### src/rtl/fetch_sequencer.sv
// -----------------------------------------------------------------------------
// fetch_sequencer
//
// Instruction-fetch sequencer for the MIPS core. It holds the program counter,
// issues one instruction-memory read at a time over a req/ready handshake,
// presents each fetched word to decode over a valid/stall handshake, and
// computes the next fetch address from the decoded control-flow result.
//
// Optional feature macro: FETCH_ALIGN_CHECK_EN
//   When defined, a JR/JALR to a misaligned register target halts the
//   sequencer and raises the sticky AddrError flag. When undefined, the low two
//   bits of RegTarget are forced to zero, there is no HALT state and the
//   AddrError port does not exist.
//
// Ports:
//   Clk         in   system clock, rising edge
//   Rst_n       in   asynchronous active-low reset
//   IMemReq     out  read request to instruction memory
//   IMemAddr    out  [31:0] word-aligned read address
//   IMemReady   in   memory returns data this cycle
//   IMemData    in   [31:0] read data, valid with IMemReady
//   InstrValid  out  Instr/InstrPC hold a fetched instruction
//   Instr       out  [31:0] fetched instruction word
//   InstrPC     out  [31:0] address of Instr
//   Stall       in   decode cannot accept; Instr is held
//   BranchTaken in   issued instruction is a taken branch
//   BranchImm   in   [15:0] raw branch immediate
//   Jump        in   issued instruction is J/JAL
//   JumpIndex   in   [25:0] raw jump index field
//   JumpReg     in   issued instruction is JR/JALR
//   RegTarget   in   [31:0] register jump target
//   AddrError   out  sticky misaligned-target flag (FETCH_ALIGN_CHECK_EN only)
// -----------------------------------------------------------------------------
module fetch_sequencer #(
  parameter logic [31:0] RESET_PC = 32'h0000_0000
) (
  input  logic        Clk,
  input  logic        Rst_n,
  output logic        IMemReq,
  output logic [31:0] IMemAddr,
  input  logic        IMemReady,
  input  logic [31:0] IMemData,
  output logic        InstrValid,
  output logic [31:0] Instr,
  output logic [31:0] InstrPC,
  input  logic        Stall,
  input  logic        BranchTaken,
  input  logic [15:0] BranchImm,
  input  logic        Jump,
  input  logic [25:0] JumpIndex,
  input  logic        JumpReg,
  input  logic [31:0] RegTarget
`ifdef FETCH_ALIGN_CHECK_EN
  ,
  output logic        AddrError
`endif
);

  typedef enum logic [1:0] {
    S_IDLE  = 2'd0,
    S_FETCH = 2'd1,
    S_ISSUE = 2'd2
`ifdef FETCH_ALIGN_CHECK_EN
    ,
    S_HALT  = 2'd3
`endif
  } state_t;

  state_t      state_q, state_d;
  logic [31:0] pc_q, pc_d;
  logic [31:0] instr_q, instr_d;
  logic [31:0] instr_pc_q, instr_pc_d;

  logic [31:0] p4;
  logic [31:0] branch_off;
  logic [31:0] jr_target;
  logic [31:0] next_pc;
  logic        accept;

`ifdef FETCH_ALIGN_CHECK_EN
  logic        addr_error_q, addr_error_d;
  logic        jr_misaligned;
`endif

  // Control-flow target generation, all relative to the issued instruction.
  assign p4         = instr_pc_q + 32'd4;
  assign branch_off = {{14{BranchImm[15]}}, BranchImm, 2'b00};

`ifdef FETCH_ALIGN_CHECK_EN
  assign jr_target     = RegTarget;
  assign jr_misaligned = JumpReg && (RegTarget[1:0] != 2'b00);
`else
  // Without the check a misaligned register target is silently word-aligned.
  assign jr_target = RegTarget & 32'hFFFF_FFFC;
`endif

  // Priority: JumpReg > Jump > BranchTaken > sequential.
  always_comb begin
    next_pc = p4;
    if (JumpReg) begin
      next_pc = jr_target;
    end else if (Jump) begin
      next_pc = {p4[31:28], JumpIndex, 2'b00};
    end else if (BranchTaken) begin
      next_pc = p4 + branch_off;
    end
  end

  // Redirect inputs matter only in this cycle.
  assign accept = (state_q == S_ISSUE) && !Stall;

  always_comb begin
    state_d    = state_q;
    pc_d       = pc_q;
    instr_d    = instr_q;
    instr_pc_d = instr_pc_q;
`ifdef FETCH_ALIGN_CHECK_EN
    addr_error_d = addr_error_q;
`endif
    case (state_q)
      S_IDLE: begin
        state_d = S_FETCH;
      end
      S_FETCH: begin
        if (IMemReady) begin
          instr_d    = IMemData;
          instr_pc_d = pc_q;
          state_d    = S_ISSUE;
        end
      end
      S_ISSUE: begin
        if (accept) begin
`ifdef FETCH_ALIGN_CHECK_EN
          if (jr_misaligned) begin
            addr_error_d = 1'b1;
            state_d      = S_HALT;
          end else begin
            pc_d    = next_pc;
            state_d = S_FETCH;
          end
`else
          pc_d    = next_pc;
          state_d = S_FETCH;
`endif
        end
      end
      default: begin
        // S_HALT (when present) is only left through reset.
        state_d = state_q;
      end
    endcase
  end

  always_ff @(posedge Clk or negedge Rst_n) begin
    if (!Rst_n) begin
      state_q    <= S_IDLE;
      pc_q       <= RESET_PC;
      instr_q    <= 32'h0;
      instr_pc_q <= 32'h0;
    end else begin
      state_q    <= state_d;
      pc_q       <= pc_d;
      instr_q    <= instr_d;
      instr_pc_q <= instr_pc_d;
    end
  end

`ifdef FETCH_ALIGN_CHECK_EN
  always_ff @(posedge Clk or negedge Rst_n) begin
    if (!Rst_n) begin
      addr_error_q <= 1'b0;
    end else begin
      addr_error_q <= addr_error_d;
    end
  end

  assign AddrError = addr_error_q;
`endif

  // The PC only changes on accept, so the address is stable for the whole
  // request, however many wait cycles memory inserts.
  assign IMemAddr   = pc_q;
  assign IMemReq    = (state_q == S_FETCH);
  assign InstrValid = (state_q == S_ISSUE);
  assign Instr      = instr_q;
  assign InstrPC    = instr_pc_q;

endmodule

### config.mk
export PLATFORM = sky130hd
export DESIGN_NAME = fetch_sequencer
export DESIGN_NICKNAME = d
export VERILOG_FILES = /design/src/rtl/fetch_sequencer.sv
export SDC_FILE = /design/constraint.sdc
export NUM_CORES = 1
export LEC_CHECK = 0
export BUFFER_PORTS_ARGS = -buffer_cell sky130_fd_sc_hd__buf_4
export CAP_MARGIN = 20
export CORE_MARGIN = 3
export CORE_UTILIZATION = 45
export DETAILED_ROUTE_END_ITERATION = 6
export PLACE_DENSITY = 0.87
export SLEW_MARGIN = 25
export SYNTH_ARGS = -nofsm -noshare
export SYNTH_HDL_FRONTEND = slang
export SYNTH_SLANG_ARGS = --single-unit
### constraint.sdc
create_clock -name Clk -period 3.2 [get_ports Clk]
set_clock_uncertainty 0.05 [all_clocks]
set_input_delay 0.32 -clock Clk [delete_from_list [all_inputs] [get_ports Clk]]
set_output_delay 0.32 -clock Clk [all_outputs]
set_load 0.005 [all_outputs]
==> flow_summary.json <==
{
  "cp.required_ns": 3.38,
  "slew_headroom_pct": 43.7,
  "fp.coreArea_sq_mm": 0.0141,
  "clock_latency_ns": 0.35,
  "worstMarginPinSlew_ns": 0.842,
  "wl_per_cell_microns": 19.6,
  "drv_slew": 0,
  "synth-seq-cells": 98,
  "layout-drive-gt1-share_pct": 50.0,
  "fin_crit_sh_pct": 111,
  "postCtsHoldBufs": 0,
  "start_util_pct": 46.9,
  "cap_violations": 0,
  "fmax_mhz": 282,
  "synth.distinct_cells": 69,
  "finalSetupViolations": 15,
  "via_per_inst": 5.85,
  "path_class": "reg2reg",
  "cts.sink_count": 98,
  "antenna_left": 0,
  "crit_fanout": 3,
  "row_count": 43,
  "placed_cell_area_sq_mm": 0.00904,
  "synth_nets": 847,
  "hold_violations": 15,
  "grt_pass1_vias": 6947,
  "hold_class": "in2async",
  "r2r-start": "InstrPC[10]$_DFFE_PN0P_",
  "place_congestion": 0.990,
  "setup_slack_ns": -0.346,
  "first_iter_violations": 449,
  "ys_async_sr_fraction_pct": 100,
  "syn-cell-area_sq_mm": 0.00661,
  "synth_flop_cell": "dfrtp_1",
  "synth_edf_count": 0,
  "io_buffers": 208,
  "crit_path_start": "InstrPC[10]$_DFFE_PN0P_",
  "fillCellCount": 1033,
  "min_period_ns": 3.55,
  "grt.total_usage_pct": 27.7,
  "route.vias.total": 7023,
  "violations": "negative hold slack, negative setup slack",
  "antenna_found_initial": 0,
  "endpoint_kind": "flip-flop",
  "fp.dieH_microns": 127,
  "hold_ws_ns": -0.0108,
  "synth-warning-count": 0,
  "final_common_cell": "buf_4",
  "syn_area_per_cell_sq_um": 9.49,
  "num_io_pins": 211,
  "first_pass_iters": 5,
  "die-area_sq_mm": 0.0162,
  "rsz0062_at_grt": "true",
  "arrival_ns": 3.72,
  "drc": 0,
  "nets": 1166,
  "clk_path_buf_depth": 2,
  "grt-ovfl-total": 0,
  "p_leak_nw": 4.85,
  "clk_pin_slew_ns": 0.07,
  "synthToLayoutAreaGrowth_pct": 51.1,
  "cts_buffers": 9,
  "antenna_cells": 0,
  "hpwl_microns": 17000,
  "status": "finished with violations",
  "die_w_microns": 127,
  "peakVddDrop_mv": 0.503,
  "grt_max_degree": 61,
  "root_buffer": "clkbuf_16",
  "cts_tree": "done",
  "p_per_area_mw_per_mm2": 917,
  "most-common-layout-cells": "buf_4, dfrtp_1, mux2_2",
  "synth_seq_area_share_pct": 37.1,
  "design_area_sq_mm": 0.00999,
  "start_kind": "flip-flop",
  "synthCells": 696,
  "htreeDepth": 3,
  "drt-total-wl_microns": 23600,
  "grt_pass1_wl_microns": 35800
}
logic make-up after synthesis:
logic type | after synthesis | synth area share [%]
adders and majority gates | 38 | 7.31
DFF | 98 | 37.1
AOI/OAI and AO/OA | 188 | 18.4
buffers and inverters | 43 | 3.26
muxes | 69 | 11.7
and+or+nand+nor | 211 | 15.7
xor gates and xnor gates | 49 | 6.61
per-stage QoR:
step                power (mW)  cells  worst slack, ns  util, %  TNS (ns)
floorplan                 4.78    696          -0.0708        -    -0.135
global placement          7.08   1160           -0.183     64.1     -1.68
detailed placement        7.26   1160           -0.281     64.1     -3.15
CTS                       8.80   1192           -0.179     69.1    -0.939
global route              9.71   1200           -0.463     70.9     -5.09
finish                    9.16   1200           -0.346     70.9     -2.55
sequential cells by signal, summed over array words and instances, names as in the netlist:
register / count
IMemAddr: 32
Instr: 32
InstrPC: 32
state_q: 2
path summary, 6_finish.rpt:
check,depth (start not counted),end,slack [ns]
setup / recovery,13,IMemAddr[22]$_DFFE_PN0P_,-0.35
hold / removal,1,InstrPC[26]$_DFFE_PN0P_,-0.01
setup reg to reg,13,IMemAddr[22]$_DFFE_PN0P_,-0.35
hold reg to reg,2,IMemAddr[0]$_DFFE_PN0P_,0.45
max in group asynchronous,2,InstrPC[17]$_DFFE_PN0P_,2.34
min in group Clk,2,state_q[0]$_DFFE_PN0P_,0.13
layer usage:
| metal | track usage, % | vias up | part of all wire [%] |
|---|---|---|---|
| met5 | 0 | - | 0 |
| met2 | 47.3 | 387 | 49 |
| met1 | 33.6 | 3370 | 37 |
| met4 | 10.5 | 0 | 3.9 |
| li1 | - | 3191 | - |
| met3 | 7.27 | 75 | 9.8 |
worst max-delay path, cell delays in order, from the launching register on:
cell	delay, ns
dfrtp_1	0.42
nand4_4	0.15
nor4_4	0.37
and3_4	0.27
nand3_4	0.10
xnor2_1	0.35
ha_1	0.34
a21o_1	0.19
a21o_1	0.18
a21oi_1	0.22
o21ai_1	0.15
xnor2_1	0.21
a21oi_1	0.12
a221o_1	0.32
final cells by class:
cell class	count	area, sq um	area share [%]
inverter	14	52.6	0.526
clock buffer	9	225	2.26
sequential	98	2460	24.6
tap	180	225	2.26
clock inverter	7	83.8	0.839
multi-input combinational	555	4390	43.9
timing repair buffer	337	2560	25.6
report_power, final:
group          internal, mW  switching, mW  total, mW
Clock                 0.624          0.518       1.14
Combinational          3.07           2.63       5.70
Sequential             1.81          0.500       2.31
Total                  5.51           3.65       9.16
repair_timing:
action | in CTS | in global routing
pin swaps | 30 | 31
setup buffers | 16 | 8
endpoints found under the setup margin | 19 | 23
gates resized for setup | 55 | 45
cell usage after synthesis, types with 2 or more instances:
master	instances	area share (%)
nand2_1	59	3.4
o21ai_0	43	3.3
a221o_1	7	1.1
nor3_1	11	0.83
nor2_1	61	3.5
a31oi_1	9	0.85
xor2_1	17	2.3
and2_1	3	0.28
xnor2_1	31	4.1
a221oi_1	9	1.2
or3_1	2	0.19
nand3_1	26	2.0
inv_1	12	0.68
a211o_1	2	0.27
ha_1	37	7.0
mux2i_1	5	0.76
clkbuf_8	4	0.83
clkinv_1	2	0.11
o22ai_1	5	0.47
nand2b_1	5	0.47
o21bai_1	2	0.23
a31o_2	2	0.27
o221ai_1	3	0.40
nand4_1	11	1.0
a21o_1	12	1.4
and3_1	14	1.3
o21a_1	4	0.45
o211ai_1	6	0.68
nor2b_1	6	0.57
a211oi_1	9	1.0
a21oi_1	55	4.2
o21ai_1	5	0.38
mux2_2	64	11
nand4_2	2	0.38
dfrtp_1	98	37
clkbuf_1	20	1.1
Power figures use the tool's default switching activity.
